## src/rtl/wb_stream_pkg.sv

```systemverilog
// Shared types and constants for the byte-stream to Wishbone initiator.
// Latency: n/a (declarations only).
// Backpressure: n/a.
package wb_stream_pkg;

  typedef enum logic [2:0] {
    HDR_HI  = 3'd0,
    HDR_LO  = 3'd1,
    LEN     = 3'd2,
    WR_DATA = 3'd3,
    WR_CYC  = 3'd4,
    RD_CYC  = 3'd5,
    RD_OUT  = 3'd6,
    DRAIN   = 3'd7
  } state_t;

  // Bit of the first header byte that selects a read packet.
  localparam int RD_FLAG = 7;

  // Only byte lane 0 exists on the 8-bit display-memory slaves.
  localparam logic [3:0] SEL_BYTE0 = 4'b0001;

  // A LEN byte of zero stands for 256 transfers, hence the 9-bit count.
  function automatic logic [8:0] len_to_cnt(input logic [7:0] len);
    return {len == 8'd0, len};
  endfunction

endpackage

```

## src/rtl/wb_ack_timer.sv

```systemverilog
// Counts clocks of an open bus cycle that have gone without an acknowledge.
// Latency: tc is combinational from the count; the count updates one clock after en.
// Backpressure: none; clr has priority over en.
module wb_ack_timer #(
  parameter int LIMIT = 255
) (
  input  logic clk,
  input  logic reset,
  input  logic clr,
  input  logic en,
  output logic tc
);

  logic [7:0] count;

  // Cleared whenever no cycle is open, so every cycle starts from zero.
  always_ff @(posedge clk or negedge reset) begin
    if (!reset) begin
      count <= 8'd0;
    end else if (clr) begin
      count <= 8'd0;
    end else if (en) begin
      count <= count + 8'd1;
    end
  end

  // Flags the LIMIT-th waiting clock of the current cycle.
  assign tc = (count == 8'(LIMIT - 1));

endmodule

```

## src/rtl/wb_stream_master.sv

```systemverilog
// Byte-stream command packets in, single Wishbone classic read/write cycles out, read bytes returned.
// Latency: cyc rises one clock after the data/LEN byte or the m_ready handshake; ends one clock after ack.
// Backpressure: s_ready low while a bus cycle or read-back is pending; m_valid held until m_ready.
module wb_stream_master
  import wb_stream_pkg::*;
#(
  parameter int AW          = 13,
  parameter int ACK_TIMEOUT = 255
) (
  input  logic          clk,
  input  logic          reset,
  input  logic [7:0]    s_data,
  input  logic          s_valid,
  output logic          s_ready,
  output logic [7:0]    m_data,
  output logic          m_valid,
  input  logic          m_ready,
  output logic [AW-1:0] wb_adr_o,
  output logic [7:0]    wb_dat_o,
  input  logic [7:0]    wb_dat_i,
  output logic [3:0]    wb_sel_o,
  output logic          wb_cyc_o,
  output logic          wb_stb_o,
  output logic          wb_we_o,
  input  logic          wb_ack_i,
  output logic          busy,
  output logic          err
);

  localparam int            HI_W    = AW - 8;
  localparam logic [AW-1:0] ADR_ONE = {{(AW-1){1'b0}}, 1'b1};

  state_t        state, state_n;
  logic          rd_pkt;
  logic [AW-1:0] adr;
  logic [8:0]    cnt;
  logic [7:0]    wdat;
  logic [7:0]    rdat;
  logic          err_q;

  logic s_rdy;
  logic ld_hi, ld_lo, ld_len, ld_wdat, adv, cnt_dec, cap, err_set;
  logic last;
  logic cyc;
  logic tmo;

  assign last = (cnt == 9'd1);
  assign cyc  = (state == WR_CYC) || (state == RD_CYC);

  wb_ack_timer #(
    .LIMIT (ACK_TIMEOUT)
  ) u_timer (
    .clk   (clk),
    .reset (reset),
    .clr   (!cyc),
    .en    (cyc && !wb_ack_i),
    .tc    (tmo)
  );

  // State register; async reset abandons any packet in flight.
  always_ff @(posedge clk or negedge reset) begin
    if (!reset) begin
      state <= HDR_HI;
    end else begin
      state <= state_n;
    end
  end

  // Next state and datapath strobes; an ack on the terminal-count clock beats the timeout.
  always_comb begin
    state_n = state;
    s_rdy   = 1'b0;
    ld_hi   = 1'b0;
    ld_lo   = 1'b0;
    ld_len  = 1'b0;
    ld_wdat = 1'b0;
    adv     = 1'b0;
    cnt_dec = 1'b0;
    cap     = 1'b0;
    err_set = 1'b0;
    case (state)
      HDR_HI: begin
        s_rdy = 1'b1;
        if (s_valid) begin
          ld_hi   = 1'b1;
          state_n = HDR_LO;
        end
      end
      HDR_LO: begin
        s_rdy = 1'b1;
        if (s_valid) begin
          ld_lo   = 1'b1;
          state_n = LEN;
        end
      end
      LEN: begin
        s_rdy = 1'b1;
        if (s_valid) begin
          ld_len  = 1'b1;
          state_n = rd_pkt ? RD_CYC : WR_DATA;
        end
      end
      WR_DATA: begin
        s_rdy = 1'b1;
        if (s_valid) begin
          ld_wdat = 1'b1;
          state_n = WR_CYC;
        end
      end
      WR_CYC: begin
        if (wb_ack_i) begin
          adv     = 1'b1;
          state_n = last ? HDR_HI : WR_DATA;
        end else if (tmo) begin
          err_set = 1'b1;
          cnt_dec = 1'b1;
          state_n = last ? HDR_HI : DRAIN;
        end
      end
      RD_CYC: begin
        if (wb_ack_i) begin
          cap     = 1'b1;
          state_n = RD_OUT;
        end else if (tmo) begin
          err_set = 1'b1;
          state_n = HDR_HI;
        end
      end
      RD_OUT: begin
        if (m_ready) begin
          adv     = 1'b1;
          state_n = last ? HDR_HI : RD_CYC;
        end
      end
      DRAIN: begin
        s_rdy = 1'b1;
        if (s_valid) begin
          cnt_dec = 1'b1;
          if (last) begin
            state_n = HDR_HI;
          end
        end
      end
      default: state_n = HDR_HI;
    endcase
  end

  // Header fields, auto-incrementing address, transfer count and data holding registers.
  always_ff @(posedge clk or negedge reset) begin
    if (!reset) begin
      rd_pkt <= 1'b0;
      adr    <= '0;
      cnt    <= 9'd0;
      wdat   <= 8'd0;
      rdat   <= 8'd0;
    end else begin
      if (ld_hi) begin
        rd_pkt       <= s_data[RD_FLAG];
        adr[AW-1:8]  <= s_data[HI_W-1:0];
      end
      if (ld_lo) begin
        adr[7:0] <= s_data;
      end
      if (ld_len) begin
        cnt <= len_to_cnt(s_data);
      end
      if (ld_wdat) begin
        wdat <= s_data;
      end
      if (cap) begin
        rdat <= wb_dat_i;
      end
      if (adv) begin
        adr <= adr + ADR_ONE;
      end
      if (adv || cnt_dec) begin
        cnt <= cnt - 9'd1;
      end
    end
  end

  // One-clock error pulse, coincident with the clock the aborted cycle is dropped.
  always_ff @(posedge clk or negedge reset) begin
    if (!reset) begin
      err_q <= 1'b0;
    end else begin
      err_q <= err_set;
    end
  end

  // Bus and stream outputs decode straight from state so reset clears them without a clock.
  assign s_ready  = s_rdy && reset;
  assign m_valid  = (state == RD_OUT);
  assign m_data   = rdat;
  assign wb_cyc_o = cyc;
  assign wb_stb_o = cyc;
  assign wb_we_o  = (state == WR_CYC);
  assign wb_sel_o = cyc ? SEL_BYTE0 : 4'b0000;
  assign wb_adr_o = adr;
  assign wb_dat_o = wdat;
  assign busy     = (state != HDR_HI);
  assign err      = err_q;

endmodule

```

## config.mk

```make
export PLATFORM = sky130hd
export DESIGN_NAME = wb_stream_master
export DESIGN_NICKNAME = d
export VERILOG_FILES = /design/src/rtl/wb_stream_pkg.sv /design/src/rtl/wb_ack_timer.sv /design/src/rtl/wb_stream_master.sv
export SDC_FILE = /design/constraint.sdc
export NUM_CORES = 1
export LEC_CHECK = 0
export CAP_MARGIN = 25
export CORE_MARGIN = 5
export CORE_UTILIZATION = 45
export DETAILED_ROUTE_END_ITERATION = 7
export MAX_ROUTING_LAYER = met4
export PLACE_DENSITY = 0.75
export SYNTH_ARGS = -nofsm -noshare
export SYNTH_HDL_FRONTEND = slang
export SYNTH_SLANG_ARGS = --single-unit
export TNS_END_PERCENT = 10
```

## constraint.sdc

```tcl
create_clock -name clk -period 1.8 [get_ports clk]
set_clock_uncertainty 0.1 [all_clocks]
set_input_delay 0.45 -clock clk [delete_from_list [all_inputs] [get_ports clk]]
set_output_delay 0.45 -clock clk [all_outputs]
set_load 0.01 [all_outputs]
```

== Yosys cells after proc, flatten, opt, wreduce, memory -nomap -nowiden ==
Cells that the tools add are included.
Cells by class
  add/sub/neg operators: 3
  $mul: 0
  divide/modulo/power cells: 0
  magnitude comparators: 0
  eq/ne operators: 19
  shift-type cells: 0
  multiplexer cells: 38
  bitwise operators: 0
  reductions and logical operators: 14
Operators by type and width (number)
  3-bit 2-to-1 mux: 14
  8-bit 2-to-1 mux: 3
  3-bit one-hot mux with 8 select lines: 1
  9-bit 2-to-1 mux: 2
  13-bit by 1-bit adder with 13-bit output (second input constant): 1
  1-bit 2-to-1 mux: 13
  13-bit 2-to-1 mux: 1
  3-bit == test (second input constant): 4
  2-bit != test (second input constant): 6
  9-bit by 1-bit == test with 1-bit output (second input constant): 1
  9-bit AND reduction: 1
  9-bit by 1-bit subtractor with 9-bit output (second input constant): 1
  8-bit by 1-bit adder with 8-bit output (second input constant): 1
  8-bit == test (second input constant): 1
  8-bit zero test: 1
  3-bit by 2-bit == test with 1-bit output (second input constant): 2
  2-bit nonzero test: 3
  5-bit 2-to-1 mux: 1
  5-bit OR reduction: 1
  2-bit by 1-bit != test with 1-bit output (second input constant): 2
  1-bit one-hot mux with 2 select lines: 2
  3-bit by 1-bit == test with 1-bit output (second input constant): 1
  3-bit zero test: 1
  3-bit by 1-bit != test with 1-bit output (second input constant): 1
  other kinds (7): 9
Word-level totals
  bits in registers: 51
  bits in latches: 0
  bits in writable memories: 0
  memory bits (read-only): 0
  output and inout bits: 40
  word-level logic and storage cells: 83
  memories: 0

== Logic depth before layout (Yosys ltp) ==
Gate-level depths: netlist of run 1.
  word-level depth: 6
  depth in mapped cells: 8
  gate-level depth less buffers: 7

== By module ==
A second synthesis of run 1 with hierarchy kept.
Unflattened totals
  cell total of the unflattened synthesis: 283
  area total of the unflattened synthesis: 2778.9 um^2
By module, submodules not included
  wb_stream_master: instances 1, cells an instance 242, area each 2368.5 um^2, sequential area each 1076.0 um^2
  wb_ack_timer: instances 1, cells an instance 41, area each 410.4 um^2, sequential area each 200.2 um^2

== Worst setup path before layout of run 1 ==
No wires, ideal clock.
  path kind: flip-flop to flip-flop
  from: reg state[0]
  to: reg cnt[5]
  setup time: 126 ps
  arrival time: 1711 ps
  data required time: 1574 ps
  slack: -137 ps
  cell stages (with the launch flop): 6
  period minus slack after synthesis: 1937 ps
  path through: dfrtp_1 -> buf_2 -> nor3_1 -> a21oi_1 -> o311a_1 -> a221o_1
On the way
  longest elaborated chain between the ends: 4
RTL lines
  start, declared: line wb_stream_master.sv:33  | state_t state, state_n;
  start signal, assigned: line wb_stream_master.sv:65  | state <= state_n;
  3-bit == test *
  via wb_we_o: line wb_stream_master.sv:24  | output logic wb_we_o,
  1-bit one-hot mux with 2 select lines: line wb_stream_master.sv:81  | case (state)
  1-bit logical OR *: line wb_stream_master.sv:176  | if (adv || cnt_dec) begin
  9-bit 2-to-1 mux / 2-bit nonzero test (equally long branches)
  end signal, assigned: line wb_stream_master.sv:165  | cnt <= len_to_cnt(s_data);
  end signal, assigned: line wb_stream_master.sv:177  | cnt <= cnt - 9'd1;
  end, declared: line wb_stream_master.sv:36  | logic [8:0] cnt;
The timed path passes the listed nets; every way through them passes the cells marked *.
A chain may end at the register's enable or synchronous reset.

== Worst setup path after layout of run 1 ==
  from: reg cnt[7]
  to: reg state[0]
On the way
  longest elaborated chain between the ends: 5
RTL lines
  9-bit by 1-bit == test with 1-bit output *: line wb_stream_master.sv:47  | assign last = (cnt == 9'd1);
  3-bit 2-to-1 mux: line wb_stream_master.sv:117  | state_n = last ? HDR_HI : DRAIN;
  3-bit 2-to-1 mux: line wb_stream_master.sv:114  | end else if (tmo) begin
  3-bit 2-to-1 mux: line wb_stream_master.sv:111  | if (wb_ack_i) begin
  3-bit one-hot mux with 8 select lines: line wb_stream_master.sv:81
Every way passes the cells marked *; elsewhere a longest branch is shown, timed or not. The select of a mux whose other input is x is not followed.

==> flow_summary_export.csv, run 1 <==
group,metric,value,unit
floorplanning,die_area,0.007787,mm^2
finish,area_delta_synth_final,48.59,%
global_routing,track_usage,0.2157,
placed_design,place_ws,-0.4967,ns
finish,fill_cells,458,
finish,utilization,0.6915,
critical_path,critPathTopFamily,"simple AND/OR/NAND/NOR gates",
power_and_ir_drop,seqPwrFrac,0.320,
timing,setup-violations-final,17,
routing,via_per_inst,5.539,
floorplanning,ios,61,
timing,fin_ws,-0.1808,ns
timing,tightest_slew,0.6679,ns
critical_path,cp_num_buf_inv,0,
critical_path,critPathMaxStageDelay,0.54,ns
synthesis,netlist_top_cells_count,"dfrtp_1 (51), nand2_1 (30), nor2_1 (26), mux2_2 (16), nand3_1 (14)",
placed_design,post-place-cells,462,
power_and_ir_drop,pwr-share-clk,0.099,
synthesis,yosysTopAreaCell,"dfrtp_1",
synthesis,synth_area,0.002755,mm^2
timing,fmax,504.8,MHz
critical_path,critPathSlowestCell,"or4_4",
clock_tree,clk-insertion-delay-late,0.30,ns
finish,fin_cells,479,
global_routing,antenna_found_initial,0,
synthesis,ys_top_cells_by_area,"dfrtp_1 (46%), mux2_2 (6.5%), nand2_1 (4.1%), nor2_1 (3.5%), nand3_1 (2.5%)",
power_and_ir_drop,switching_share,0.3804,
synthesis,synthMostInstantiatedCell,"dfrtp_1",
placed_design,gp_congestion,0.8833,
synthesis,ys.flop_type,"dfrtp_1",
timing,holdWs,0.1615,ns
routing,firstDrtPassIters,4,
clock_tree,root_buffer,"clkbuf_8",
placed_design,port_buffers,57,
clock_tree,clock_sinks,51,
routing,wirelength,7.730,mm
job,maxCapViolCount,0,
floorplanning,core.rowCount,28,
critical_path,crit_required,1.90,ns
critical_path,crit_type,"register to register",
floorplanning,die_w,88.25,um
critical_path,crit_arrival,2.08,ns
power_and_ir_drop,p_int,0.003888,W
timing,max-slew-margin-rel,0.5547,
timing,rsz0062_at_grt,"true",
power_and_ir_drop,leakage,1.910,nW
synthesis,ys_seq_area_frac,0.4632,
synthesis,synth_edf_count,0,
power_and_ir_drop,pwr_density_cell,1533,mW/mm^2
finish,drive_gt1_frac,0.3416,
clock_tree,cts_tree,"built",
synthesis,yosys_register_bits,51,
routing,drt-initial-drc-count,126,
min_path,hold_path_class,"primary input to async pin",
global_routing,grt_pass1_vias,2812,
outcome,status,"finished with violations",
placed_design,postPlaceCellArea,0.003810,mm^2
timing,final.period_utilization,1.100,
timing,drv_slew,0,
floorplanning,core-area,0.005921,mm^2
clock_tree,clk_pin_slew,0.09,ns
clock_tree,hold_buffers,0,
synthesis,synth_cell_type_count,51,
synthesis,synthArstFlopShare,1.000,
finish,antenna_cells,0,
outcome,failed_checks,"setup timing",
critical_path,crit_path_cell_trace,"or4_4, nand4bb_4, o21ai_2, o31ai_4, mux2_4",
floorplanning,die_h,88.25,um
critical_path,critPathMaxFanout,3,
clock_tree,cts.path.max_buffers,2,
global_routing,grt_overflow,0,
synthesis,netlist.area_leader.share,0.4632,
finish,final_design_area_no_fill,0.004094,mm^2
timing,period_minus_slack,1.981,ns
synthesis,synthCells,281,
synthesis,synth.avg_cell_area,9.805,um^2
power_and_ir_drop,peakVddDrop,0.0008101,V
finish,nNetsFinal,431,
clock_tree,ctsHtreeMaxLevel,2,
global_routing,grt_first_pass_wirelength,12.79,mm
critical_path,worstSetupEndpointType,"register",
routing,antenna_left,0,
power_and_ir_drop,p_sw,0.002387,W
timing,hold_viol,0,
power_and_ir_drop,p_comb_frac,0.581,
placed_design,hpwl,5.626,mm
routing,routed-via-count,2653,
critical_path,critPathLaunchType,"register",
floorplanning,start_util,0.4653,
routing,routedWlPerCell,16.14,um
global_routing,grt_max_degree,52,
routing,drc,0,
clock_tree,cts_buffers,5,
synthesis,ys_warn_count,0,
[worst register-to-register path, stage by stage (launching register included)]
cell       delay [ns]
dfrtp_1          0.39
or4_4            0.54
nand4bb_4        0.24
o21ai_2          0.19
o31ai_4          0.12
mux2_4           0.30
[registers in the layout (all words and copies together) (netlist names)]
name	flops
m_data	8
u_timer.count	8
cnt	9
state	3
rd_pkt	1
wb_adr_o	13
wb_dat_o	8
err	1
[worst paths after layout]
path / slack [ns] / startpoint / end / cells after the start
max in group asynchronous: 0.93 / reset / state[1] / 2
setup / recovery: -0.18 / cnt[7] / state[0] / 5
setup reg to reg: -0.18 / cnt[7] / state[0] / 5
hold reg to reg: 0.40 / m_data[3] / m_data[3] / 1
hold / removal: 0.16 / reset / state[0] / 2
min in group clk: 0.40 / m_data[3] / m_data[3] / 1
[power by group through the flow]
| stage | Combinational (W) | Clock [W] | Sequential, W |
|---|---|---|---|
| after global placement | 0.00327 | 0 | 0.00202 |
| after global routing | 0.00398 | 0.000695 | 0.00207 |
| after floorplan | 0.00158 | 0 | 0.00212 |
| after detailed placement | 0.00335 | 0 | 0.00204 |
| after CTS | 0.00345 | 0.000640 | 0.00200 |
| final | 0.00365 | 0.000624 | 0.00201 |
[layout make-up]
cell class,count,area [um^2],area share
clock buffer,6,72.57,0.01773
inverter,7,26.28,0.006418
multi-input combinational,209,1506,0.3680
sequential,51,1280,0.3127
tap,75,93.84,0.02292
timing repair buffer,131,1115,0.2723
[logic make-up after synthesis]
group	after synthesis	synth area share
other	1	0.001361
multiplexers	21	0.08719
XOR/XNOR	5	0.01589
AO/OA/AOI/OAI	56	0.1462
buffers and inverters	23	0.04223
AND/OR/NAND/NOR	119	0.2212
flip-flops	51	0.4632
adder cells (fa/ha/maj)	5	0.02271
[per-stage QoR]
stage	total power, W	setup TNS (ns)
after floorplan	0.003693	-0.4935
after global placement	0.005286	-14.41
after detailed placement	0.005385	-15.15
after CTS	0.006091	-2.159
after global routing	0.006745	-2.491
final	0.006275	-1.328
[metal layers]
layer / vias to the layer above / GRT usage / part of all wire
li1: 1264 / - / -
met1: 1284 / 0.2695 / 0.42
met2: 88 / 0.3413 / 0.50
met3: 17 / 0.04469 / 0.062
met4: 0 / 0.08929 / 0.022
met5: - / - / 0
[layout by cell type, fill, tap and decap left out, types with 5 or more instances in the layout]
cell type        count
a21oi_1              6
a221o_1              5
buf_2                7
buf_4               67
buf_6                7
clkbuf_8             5
clkdlybuf4s50_1     30
dfrtp_1             48
dlygate4sd2_1       12
dlymetal6s2s_1       7
ha_1                 5
inv_1                6
mux2_2              16
nand2_1             30
nand3_1             11
nand4_1              5
nor2_1              22
nor3_1               7
nor4_1               6
o211ai_1             6
o21ai_0             10
[repair_timing]
action                                  4_1_cts  5_1_grt
resized for setup                            54       30
endpoints found under the setup margin       51       44
pin swaps                                     4        7
cloned                                        0        0
buffers inserted                              6        5
Power figures use the tool's default switching activity.
==> run 2, diff against run 1 <==
Settings changed: SLEW_MARGIN from default to 0.
==> results of run 2 <==
Final layout, timing and power as in run 1 (identical DEF).
